**src/rtl/hazard_scoreboard_if.sv**
```systemverilog
// Decode-to-scoreboard issue bus.
// Decode drives the instruction fields and the flush request. The scoreboard
// returns the stall/fire decision, the per-register busy flags and the
// stall statistics.
interface hazard_scoreboard_if #(
  parameter int ADDR_W = 5,
  parameter int NREG   = 32,
  parameter int LAT_W  = 3,
  parameter int CNT_W  = 16
);

  logic              issue_valid;
  logic [ADDR_W-1:0] issue_rs;
  logic              issue_rs_used;
  logic [ADDR_W-1:0] issue_rt;
  logic              issue_rt_used;
  logic              issue_wr;
  logic [ADDR_W-1:0] issue_rd;
  logic [LAT_W-1:0]  issue_lat;
  logic              flush;
  logic              stall;
  logic              issue_fire;
  logic [NREG-1:0]   busy_vec;
  logic [CNT_W-1:0]  stall_cycles;

  // Decode side: presents instructions and observes the hazard decision.
  modport master (
    output issue_valid, issue_rs, issue_rs_used, issue_rt, issue_rt_used,
           issue_wr, issue_rd, issue_lat, flush,
    input  stall, issue_fire, busy_vec, stall_cycles
  );

  // Scoreboard side: consumes instructions and produces the decision.
  modport slave (
    input  issue_valid, issue_rs, issue_rs_used, issue_rt, issue_rt_used,
           issue_wr, issue_rd, issue_lat, flush,
    output stall, issue_fire, busy_vec, stall_cycles
  );

endinterface

```
**src/rtl/hazard_scoreboard.sv**
```systemverilog
// Issue-stage RAW/WAW hazard scoreboard.
// Each architectural register has a small countdown. A nonzero count means a
// write to that register is still in flight. An issuing instruction stalls
// when any source it reads, or the destination it writes, is still in flight.
// Register 0 is hardwired: it is never loaded, so it never reports busy.
module hazard_scoreboard #(
  parameter int ADDR_W = 5,
  parameter int NREG   = 32,
  parameter int LAT_W  = 3,
  parameter int CNT_W  = 16
) (
  input logic           clk,
  input logic           reset_n,
  hazard_scoreboard_if.slave sb
);

  localparam logic [LAT_W-1:0] LAT_ZERO = {LAT_W{1'b0}};
  localparam logic [LAT_W-1:0] LAT_ONE  = {{(LAT_W-1){1'b0}}, 1'b1};
  localparam logic [CNT_W-1:0] CNT_ONE  = {{(CNT_W-1){1'b0}}, 1'b1};
  localparam logic [CNT_W-1:0] CNT_MAX  = {CNT_W{1'b1}};

  // Per-register latency countdown; entry 0 is held at zero by construction.
  logic [LAT_W-1:0]  r_cnt [NREG];
  logic [CNT_W-1:0]  r_stall_cycles;

  logic [NREG-1:0]   w_busy;
  logic              w_hz_a;
  logic              w_hz_b;
  logic              w_hz_w;
  logic              w_stall;
  logic              w_fire;
  logic              w_load;
  logic [LAT_W-1:0]  w_load_val;

  // A result that is ready "immediately" still occupies the register for
  // one cycle, so a latency of zero is promoted to one.
  function automatic logic [LAT_W-1:0] eff_lat(input logic [LAT_W-1:0] lat);
    logic [LAT_W-1:0] v;
    if (lat == LAT_ZERO) begin
      v = LAT_ONE;
    end else begin
      v = lat;
    end
    return v;
  endfunction

  // Busy flags come straight from the counters; register 0 is never busy.
  always_comb begin
    w_busy = {NREG{1'b0}};
    for (int i = 1; i < NREG; i++) begin
      w_busy[i] = (r_cnt[i] != LAT_ZERO);
    end
  end

  // Same-cycle hazard check and stall/fire decision for the presented
  // instruction. Reset and flush both suppress any decision.
  always_comb begin
    w_hz_a     = sb.issue_rs_used & w_busy[sb.issue_rs];
    w_hz_b     = sb.issue_rt_used & w_busy[sb.issue_rt];
    w_hz_w     = sb.issue_wr      & w_busy[sb.issue_rd];
    w_load_val = eff_lat(sb.issue_lat);
    if (reset_n && sb.issue_valid && !sb.flush) begin
      w_stall = w_hz_a | w_hz_b | w_hz_w;
      w_fire  = ~(w_hz_a | w_hz_b | w_hz_w);
    end else begin
      w_stall = 1'b0;
      w_fire  = 1'b0;
    end
    if (w_fire && sb.issue_wr && (sb.issue_rd != {ADDR_W{1'b0}})) begin
      w_load = 1'b1;
    end else begin
      w_load = 1'b0;
    end
  end

  // Counter update: flush clears everything, a fired write loads its
  // destination, and every other in-flight entry counts down by one.
  always_ff @(posedge clk or negedge reset_n) begin
    if (!reset_n) begin
      for (int i = 0; i < NREG; i++) begin
        r_cnt[i] <= LAT_ZERO;
      end
    end else begin
      for (int i = 0; i < NREG; i++) begin
        if (sb.flush) begin
          r_cnt[i] <= LAT_ZERO;
        end else if (w_load && (sb.issue_rd == ADDR_W'(i))) begin
          r_cnt[i] <= w_load_val;
        end else if (r_cnt[i] != LAT_ZERO) begin
          r_cnt[i] <= r_cnt[i] - LAT_ONE;
        end else begin
          r_cnt[i] <= r_cnt[i];
        end
      end
    end
  end

  // Saturating count of stalled cycles; survives flush, cleared only by reset.
  always_ff @(posedge clk or negedge reset_n) begin
    if (!reset_n) begin
      r_stall_cycles <= {CNT_W{1'b0}};
    end else if (w_stall && (r_stall_cycles != CNT_MAX)) begin
      r_stall_cycles <= r_stall_cycles + CNT_ONE;
    end else begin
      r_stall_cycles <= r_stall_cycles;
    end
  end

  assign sb.stall        = w_stall;
  assign sb.issue_fire   = w_fire;
  assign sb.busy_vec     = w_busy;
  assign sb.stall_cycles = r_stall_cycles;

endmodule
```
**src/flat_wrapper.sv**
```systemverilog
// flat-port wrapper written by rule: the top's interface ports become plain ports
module hazard_scoreboard_flat 
#(
  parameter int ADDR_W = 5,
  parameter int NREG   = 32,
  parameter int LAT_W  = 3,
  parameter int CNT_W  = 16
)
  (clk, reset_n, sb_issue_valid, sb_issue_rs, sb_issue_rs_used, sb_issue_rt, sb_issue_rt_used, sb_issue_wr, sb_issue_rd, sb_issue_lat, sb_flush, sb_stall, sb_issue_fire, sb_busy_vec, sb_stall_cycles);
  hazard_scoreboard_if #(.ADDR_W(ADDR_W), .NREG(NREG), .LAT_W(LAT_W), .CNT_W(CNT_W)) sb_i ();
  input logic clk;
  input logic reset_n;
  input wire logic [$bits(sb_i.issue_valid)-1:0] sb_issue_valid;
  input wire logic [$bits(sb_i.issue_rs)-1:0] sb_issue_rs;
  input wire logic [$bits(sb_i.issue_rs_used)-1:0] sb_issue_rs_used;
  input wire logic [$bits(sb_i.issue_rt)-1:0] sb_issue_rt;
  input wire logic [$bits(sb_i.issue_rt_used)-1:0] sb_issue_rt_used;
  input wire logic [$bits(sb_i.issue_wr)-1:0] sb_issue_wr;
  input wire logic [$bits(sb_i.issue_rd)-1:0] sb_issue_rd;
  input wire logic [$bits(sb_i.issue_lat)-1:0] sb_issue_lat;
  input wire logic [$bits(sb_i.flush)-1:0] sb_flush;
  output wire logic [$bits(sb_i.stall)-1:0] sb_stall;
  output wire logic [$bits(sb_i.issue_fire)-1:0] sb_issue_fire;
  output wire logic [$bits(sb_i.busy_vec)-1:0] sb_busy_vec;
  output wire logic [$bits(sb_i.stall_cycles)-1:0] sb_stall_cycles;
  assign sb_i.issue_valid = sb_issue_valid;
  assign sb_i.issue_rs = sb_issue_rs;
  assign sb_i.issue_rs_used = sb_issue_rs_used;
  assign sb_i.issue_rt = sb_issue_rt;
  assign sb_i.issue_rt_used = sb_issue_rt_used;
  assign sb_i.issue_wr = sb_issue_wr;
  assign sb_i.issue_rd = sb_issue_rd;
  assign sb_i.issue_lat = sb_issue_lat;
  assign sb_i.flush = sb_flush;
  assign sb_stall = sb_i.stall;
  assign sb_issue_fire = sb_i.issue_fire;
  assign sb_busy_vec = sb_i.busy_vec;
  assign sb_stall_cycles = sb_i.stall_cycles;
  hazard_scoreboard #(.ADDR_W(ADDR_W), .NREG(NREG), .LAT_W(LAT_W), .CNT_W(CNT_W)) u_core (.clk(clk), .reset_n(reset_n), .sb(sb_i));
endmodule
```
**config.mk**
```make
export PLATFORM = sky130hd
export DESIGN_NAME = hazard_scoreboard_flat
export DESIGN_NICKNAME = d
export VERILOG_FILES = /design/src/rtl/hazard_scoreboard_if.sv /design/src/rtl/hazard_scoreboard.sv /design/src/flat_wrapper.sv
export SDC_FILE = /design/constraint.sdc
export NUM_CORES = 1
export LEC_CHECK = 0
export ABC_CLOCK_PERIOD_IN_PS = 3800
export BUFFER_PORTS_ARGS = -buffer_cell sky130_fd_sc_hd__buf_2
export CORE_ASPECT_RATIO = 1.5
export CORE_MARGIN = 2
export CORE_UTILIZATION = 30
export CTS_BUF_LIST = sky130_fd_sc_hd__clkbuf_4
export DETAILED_ROUTE_END_ITERATION = 7
export GPL_ROUTABILITY_DRIVEN = 0
export PLACE_DENSITY = 0.46
export SLEW_MARGIN = 20
export SYNTH_ARGS = -nofsm -noshare
export SYNTH_HDL_FRONTEND = slang
export SYNTH_SLANG_ARGS = --single-unit
```
**constraint.sdc**
```tcl
create_clock -name clk -period 3.8 [get_ports clk]
set_input_delay 0.38 -clock clk [delete_from_list [all_inputs] [get_ports clk]]
set_output_delay 0.38 -clock clk [all_outputs]
set_load 0.05 [all_outputs]
```
**Yosys cells after proc, flatten, opt, wreduce, memory -nomap -nowiden**

Cells that the tools add are included.

- Add/sub/neg operators: 32
- Mux-type cells: 103
- Eq/ne operators: 32
- Reductions and logical operators: 101
- Magnitude comparators: 3
- Bitwise logic cells: 6

Operators with widths:

| kind | count |
|---|---|
| 2-to-1 mux 3 bit | 94 |
| nonzero test 3 bit | 62 |
| subtractor 3 x 1 -> 3 bit (second input constant) | 31 |
| == test 5 bit (second input constant) | 16 |
| == test 5 x 4 -> 1 bit (second input constant) | 8 |
| logical AND 1 bit | 36 |
| == test 5 x 3 -> 1 bit (second input constant) | 4 |
| less-than comparator 5 x 6 -> 1 bit (second input constant) | 3 |
| adder 16 x 1 -> 16 bit (second input constant) | 1 |
| != test 16 bit (second input constant) | 1 |
| binary-select mux 1 bit (select 5 bit) | 3 |
| == test 5 x 2 -> 1 bit (second input constant) | 2 |
| 2-to-1 mux 1 bit | 6 |
| == test 5 x 1 -> 1 bit (second input constant) | 1 |
| nonzero test 5 bit | 1 |
| AND 1 bit | 3 |
| zero test 3 bit | 1 |
| bitwise OR 1 bit | 2 |
| zero test 1 bit | 1 |
| inverter 1 bit | 1 |

- Logic and storage cells: 309
- Register bits after elaboration: 109

**Depth between registers and ports, before layout**

- Depth in word-level cells: 14
- Gate-level depth with buffers: 12
- Depth with buffers taken out: 11

**Worst setup path after synthesis**

No wires, ideal clock.

- Kind: flip-flop to output port
- From: register u_core.r_cnt[9] (netlist name)
- To: output port sb_stall
- Data required time: 3.420 ns
- Cell stages (with the launch flop): 10
- Arrival: 3.075 ns
- Path slack: 0.345 ns
- Path through: dfrtp_1 inv_1 ha_1 nand2b_1 clkbuf_1 mux2i_1 a221o_1 a211oi_1 a311oi_4 a31oi_1

- Cells in the longest elaborated chain, start to end: 7

RTL lines:

| item | RTL line | text |
|---|---|---|
| from (decl) | hazard_scoreboard.sv:23 | `logic [LAT_W-1:0] r_cnt [NREG];` |
| from (signal, indexed assignment) | hazard_scoreboard.sv:88 | `r_cnt[i] <= w_load_val;` |
| from (signal, indexed assignment) | hazard_scoreboard.sv:90 | `r_cnt[i] <= r_cnt[i] - LAT_ONE;` |
| from (signal, indexed assignment) | hazard_scoreboard.sv:92 | `r_cnt[i] <= r_cnt[i];` |
| nonzero test 3 bit (*) | hazard_scoreboard.sv:51 | `w_busy[i] = (r_cnt[i] != LAT_ZERO);` |
| named net sb_busy_vec[28] | flat_wrapper.sv:24 | `output wire logic [$bits(sb_i.busy_vec)-1:0] sb_busy_vec;` |
| binary-select mux 1 bit (select 5 bit) (on tied branches) | hazard_scoreboard.sv:58, hazard_scoreboard.sv:59 |  |
| 2-to-1 mux 1 bit (on tied branches) | hazard_scoreboard.sv:58, hazard_scoreboard.sv:59 |  |
| AND 1 bit (on tied branches) | hazard_scoreboard.sv:58, hazard_scoreboard.sv:59 |  |
| bitwise OR 1 bit | hazard_scoreboard.sv:63 | `w_stall = w_hz_a \| w_hz_b \| w_hz_w;` |
| bitwise OR 1 bit (*) | hazard_scoreboard.sv:63 |  |
| 2-to-1 mux 1 bit (*) | hazard_scoreboard.sv:62 | `if (reset_n && sb.issue_valid && !sb.flush) begin` |
| to (decl) | flat_wrapper.sv:22 | `output wire logic [$bits(sb_i.stall)-1:0] sb_stall;` |

The timed path passes the listed nets; every way through them passes the cells marked *. The select of a mux whose other input is x is not followed.

**Worst setup path after layout**

- From: register u_core.r_cnt[54] (netlist name)
- To: output port sb_stall

- Cells in the longest elaborated chain, start to end: 7

RTL lines:

| item | RTL line |
|---|---|
| nonzero test 3 bit (*) | hazard_scoreboard.sv:51 |
| binary-select mux 1 bit (select 5 bit) (on tied branches) | hazard_scoreboard.sv:58, hazard_scoreboard.sv:59 |
| 2-to-1 mux 1 bit (on tied branches) | hazard_scoreboard.sv:58, hazard_scoreboard.sv:59 |
| AND 1 bit (on tied branches) | hazard_scoreboard.sv:58, hazard_scoreboard.sv:59 |
| bitwise OR 1 bit | hazard_scoreboard.sv:63 |
| bitwise OR 1 bit (*) | hazard_scoreboard.sv:63 |
| 2-to-1 mux 1 bit (*) | hazard_scoreboard.sv:62 |

Every way passes the cells marked *; elsewhere a longest branch is shown, timed or not. The select of a mux whose other input is x is not followed.

==> flow_summary.yaml <==
run_status:
  status: "complete, but fails checks"
  violations: "negative hold slack"
die:
  dieArea_um2: 28500
  fp.dieH_um: 206
  start_util_pct: 30.6
  die_x_um: 138
  io_pins: 75
  core_um2: 26600
  floorplan.rows: 73
clocking:
  clock-sinks: 109
  clkTransAtPathRegs_ns: 0.18
  clk_latency_ns: 0.55
  cts_buffers: 9
  cts_hold_buf: 0
  cts_tree: "done"
  root_buffer: "clkbuf_4"
  post-cts-setup-buffer-count: 0
  clockBufferDepth: 2
  htree_levels: 3
pwr:
  power_leakage_nw: 4.25
  power_density_nw_per_um2: 832
  vdd_drop_max_uv: 452
worst_setup_path:
  critical-path-top-delay-family: "multiplexers"
  crit_arrival_ns: 3.26
  critical_path_class: "reg -> out"
  path_buf_inv: 3
  cp_slowest_cell: "mux4_2"
  crit_path_start_kind: "flip-flop"
  critPathLaunch: "u_core.r_cnt[54]$_DFFE_PN0P_"
  cp_data_required_time_ns: 3.42
  cpMostUsedCell: "buf_4"
  path_max_fanout: 6
  r2r_start: "u_core.r_cnt[48]$_DFFE_PN0P_"
  cp_cell_sequence: "inv_1, ha_1, nor2b_1, buf_4, mux4_2, mux2_2, a22oi_1, nand4_1, a31oi_2, buf_4"
  critPathMaxStageDelay_ns: 0.45
  endpoint_kind: "primary output"
detailed_routing:
  ant_nets: 0
  vias: 6495
  drc_errors: 0
  first_iter_violations: 333
  dr.pass1.iters: 5
  avgViaCountPerCell: 4.89
  wl_per_cell_um: 18.2
  postRouteWirelength_um: 24200
synthesis:
  syn_nets: 999
  synth-edff-count: 0
  ys_warn_count: 0
  ys_seq_elements: 109
  ys_types: 57
  synth_top_flop_cell: "dfrtp_1"
  yosysSeqAreaShare_pct: 33.6
  avgSynthCellArea_um2: 8.92
  syn-instance-count: 911
  syn-cell-area_um2: 8130
  postSynth.asyncResetShare_pct: 100
timing:
  fin_skew_ns: 0.0238
  setup_viol: 0
  hold_viol: 12
  maxSlewHeadroom_pct: 26.5
  period_share_pct: 95.8
  whs_ns: -0.00921
  tns_ns: 0
  slew_violations: 0
  max_slew.worst_pin.slew_ns: 1.10
  min_period_ns: 3.64
  max_freq_mhz: 275
  timing.final.ws_setup_ns: 0.159
  rsz0062_at_grt: "no"
layout:
  drive_gt1_share_pct: 20.5
  stdcell_area_um2: 9160
  layout.nets: 1071
  syn2layout_area_growth_pct: 12.6
  utilization_pct: 34.4
flow_run:
  drv_cap: 0
global_route:
  grt_pass1_vias: 6345
  gr-total-overflow: 0
  grtUsageTotal_pct: 17.2
  grt_max_degree: 97
  grt_pass1_wl_um: 37200
  antenna_found_initial: 1
place:
  io_buffers: 73
  post-place-ws_ns: 0.426
  dp_hpwl_um: 18000
  placed_cell_area_um2: 8990
worst_hold_path:
  hold_class: "in -> async"
per-stage QoR:
| step | std cells | total power, mW |
|---|---|---|
| 2_1_floorplan | 911 | 5.63 |
| 3_3_place_gp | 1309 | 7.00 |
| 3_5_place_dp | 1309 | 7.02 |
| 4_1_cts | 1325 | 7.71 |
| 5_1_grt | 1326 | 8.26 |
| 6_report | 1327 | 7.61 |
worst register-to-register path, stage by stage (launching register included):
cell and delay (ns):
dfrtp_1 0.40, inv_1 0.11, ha_1 0.18, and2b_1 0.25, inv_1 0.18, mux4_2 0.49
nand3_1 0.11, a41oi_2 0.15, a31oi_4 0.28, nand4_2 0.32, buf_4 0.31, nor2_1 0.19
mux2_1 0.35
worst paths after layout:
path                       cells after the start                                     to  slack [ns]
max in group asynchronous                      3           u_core.r_cnt[91]$_DFFE_PN0P_        2.51
min in group clk                               3           u_core.r_cnt[47]$_DFFE_PN0P_        0.21
max                                           10                               sb_stall        0.16
max reg2reg                                   12           u_core.r_cnt[21]$_DFFE_PN0P_        0.38
min                                            2           u_core.r_cnt[57]$_DFFE_PN0P_      -0.009
min reg2reg                                    1  u_core.sb.stall_cycles[7]$_DFFE_PN0P_        0.51
repair_timing:
| item | 4_1_cts | 5_1_grt |
|---|---|---|
| setup endpoints to repair | 1 | 2 |
| resized for setup | 1 | 3 |
| pin swaps | 0 | 0 |
cell type report:
cell class / count / area [um^2]
fill: 2774 / 17400
multi-input combinational: 654 / 4840
sequential: 109 / 2730
timing repair buffer: 108 / 636
tap: 337 / 422
inverter: 101 / 379
clock inverter: 7 / 75.1
clock buffer: 9 / 67.6
antenna: 2 / 5.00
Yosys cell counts (2+ instances only):
master / number / area share [%]
nand3b_1: 6 / 0.55
o2111ai_1: 4 / 0.43
or2_2: 20 / 1.5
and3_1: 5 / 0.38
nor2b_1: 32 / 2.5
nand3_1: 20 / 1.2
nand4_2: 2 / 0.31
buf_2: 6 / 0.37
and2b_1: 4 / 0.37
nand4b_1: 2 / 0.22
o211ai_1: 3 / 0.28
dfrtp_1: 109 / 34
nor3_1: 6 / 0.37
ha_1: 63 / 9.7
and3b_1: 3 / 0.32
or3b_1: 4 / 0.43
a21o_1: 2 / 0.18
clkbuf_1: 37 / 1.7
or3b_2: 2 / 0.22
nor3b_1: 5 / 0.46
a21oi_1: 34 / 2.1
a22oi_1: 3 / 0.28
a21boi_0: 2 / 0.18
xnor2_1: 45 / 4.8
o22ai_1: 4 / 0.31
nor2_1: 154 / 7.1
inv_2: 2 / 0.092
o21ai_0: 14 / 0.86
mux2_1: 31 / 4.3
inv_1: 99 / 4.6
nand2b_1: 4 / 0.31
mux2i_1: 38 / 4.7
mux4_2: 8 / 2.2
or3_1: 14 / 1.1
nand4_1: 9 / 0.69
nand2_1: 28 / 1.3
mux2_2: 36 / 5.0
o21ai_1: 10 / 0.62
a211oi_1: 16 / 1.5
buf_4: 4 / 0.37
a31oi_1: 2 / 0.15
a41oi_1: 2 / 0.22
a221o_1: 3 / 0.37
layer usage:
metal	vias to the layer above	GRT usage (%)	routed length, um
li1	3179	-	-
met1	3149	20.7	10300
met2	134	30.6	12300
met3	33	2.79	926
met4	0	6.52	714
met5	-	0	0
cells in the final DEF, fill, tap and decap left out, types with 34 or more instances in the layout:
cell type  count
nor2_1       153
dfrtp_1      109
inv_1         99
buf_2         70
ha_1          63
xnor2_1       45
mux2i_1       38
buf_4         38
mux2_2        36
a21oi_1       34
cell families (layout without fill, tap and decap cells):
logic type / count (synthesis) / after routing / synth area share, %
multiplexers: 113 / 113 / 16.2
AND/OR/NAND/NOR: 325 / 325 / 19.9
other: 1 / 3 / 0.0461
XOR/XNOR: 45 / 45 / 4.85
buffers and inverters: 148 / 225 / 7.11
AO/OA/AOI/OAI: 107 / 107 / 8.68
adder cells (fa/ha/maj): 63 / 63 / 9.70
flip-flops: 109 / 109 / 33.6
state kept, by name, summed over array words and instances, names as in the netlist:
register / flops
u_core.sb.stall_cycles: 16
u_core.r_cnt: 93
power by group:
group | internal (mW) | leakage (nW) | switching (mW) | total (mW)
Clock | 0.202 | 0.0686 | 0.444 | 0.645
Sequential | 1.57 | 1.44 | 0.243 | 1.81
Combinational | 1.98 | 2.74 | 3.17 | 5.15
Total | 3.75 | 4.25 | 3.86 | 7.61
(Power assumes the default switching activity.)
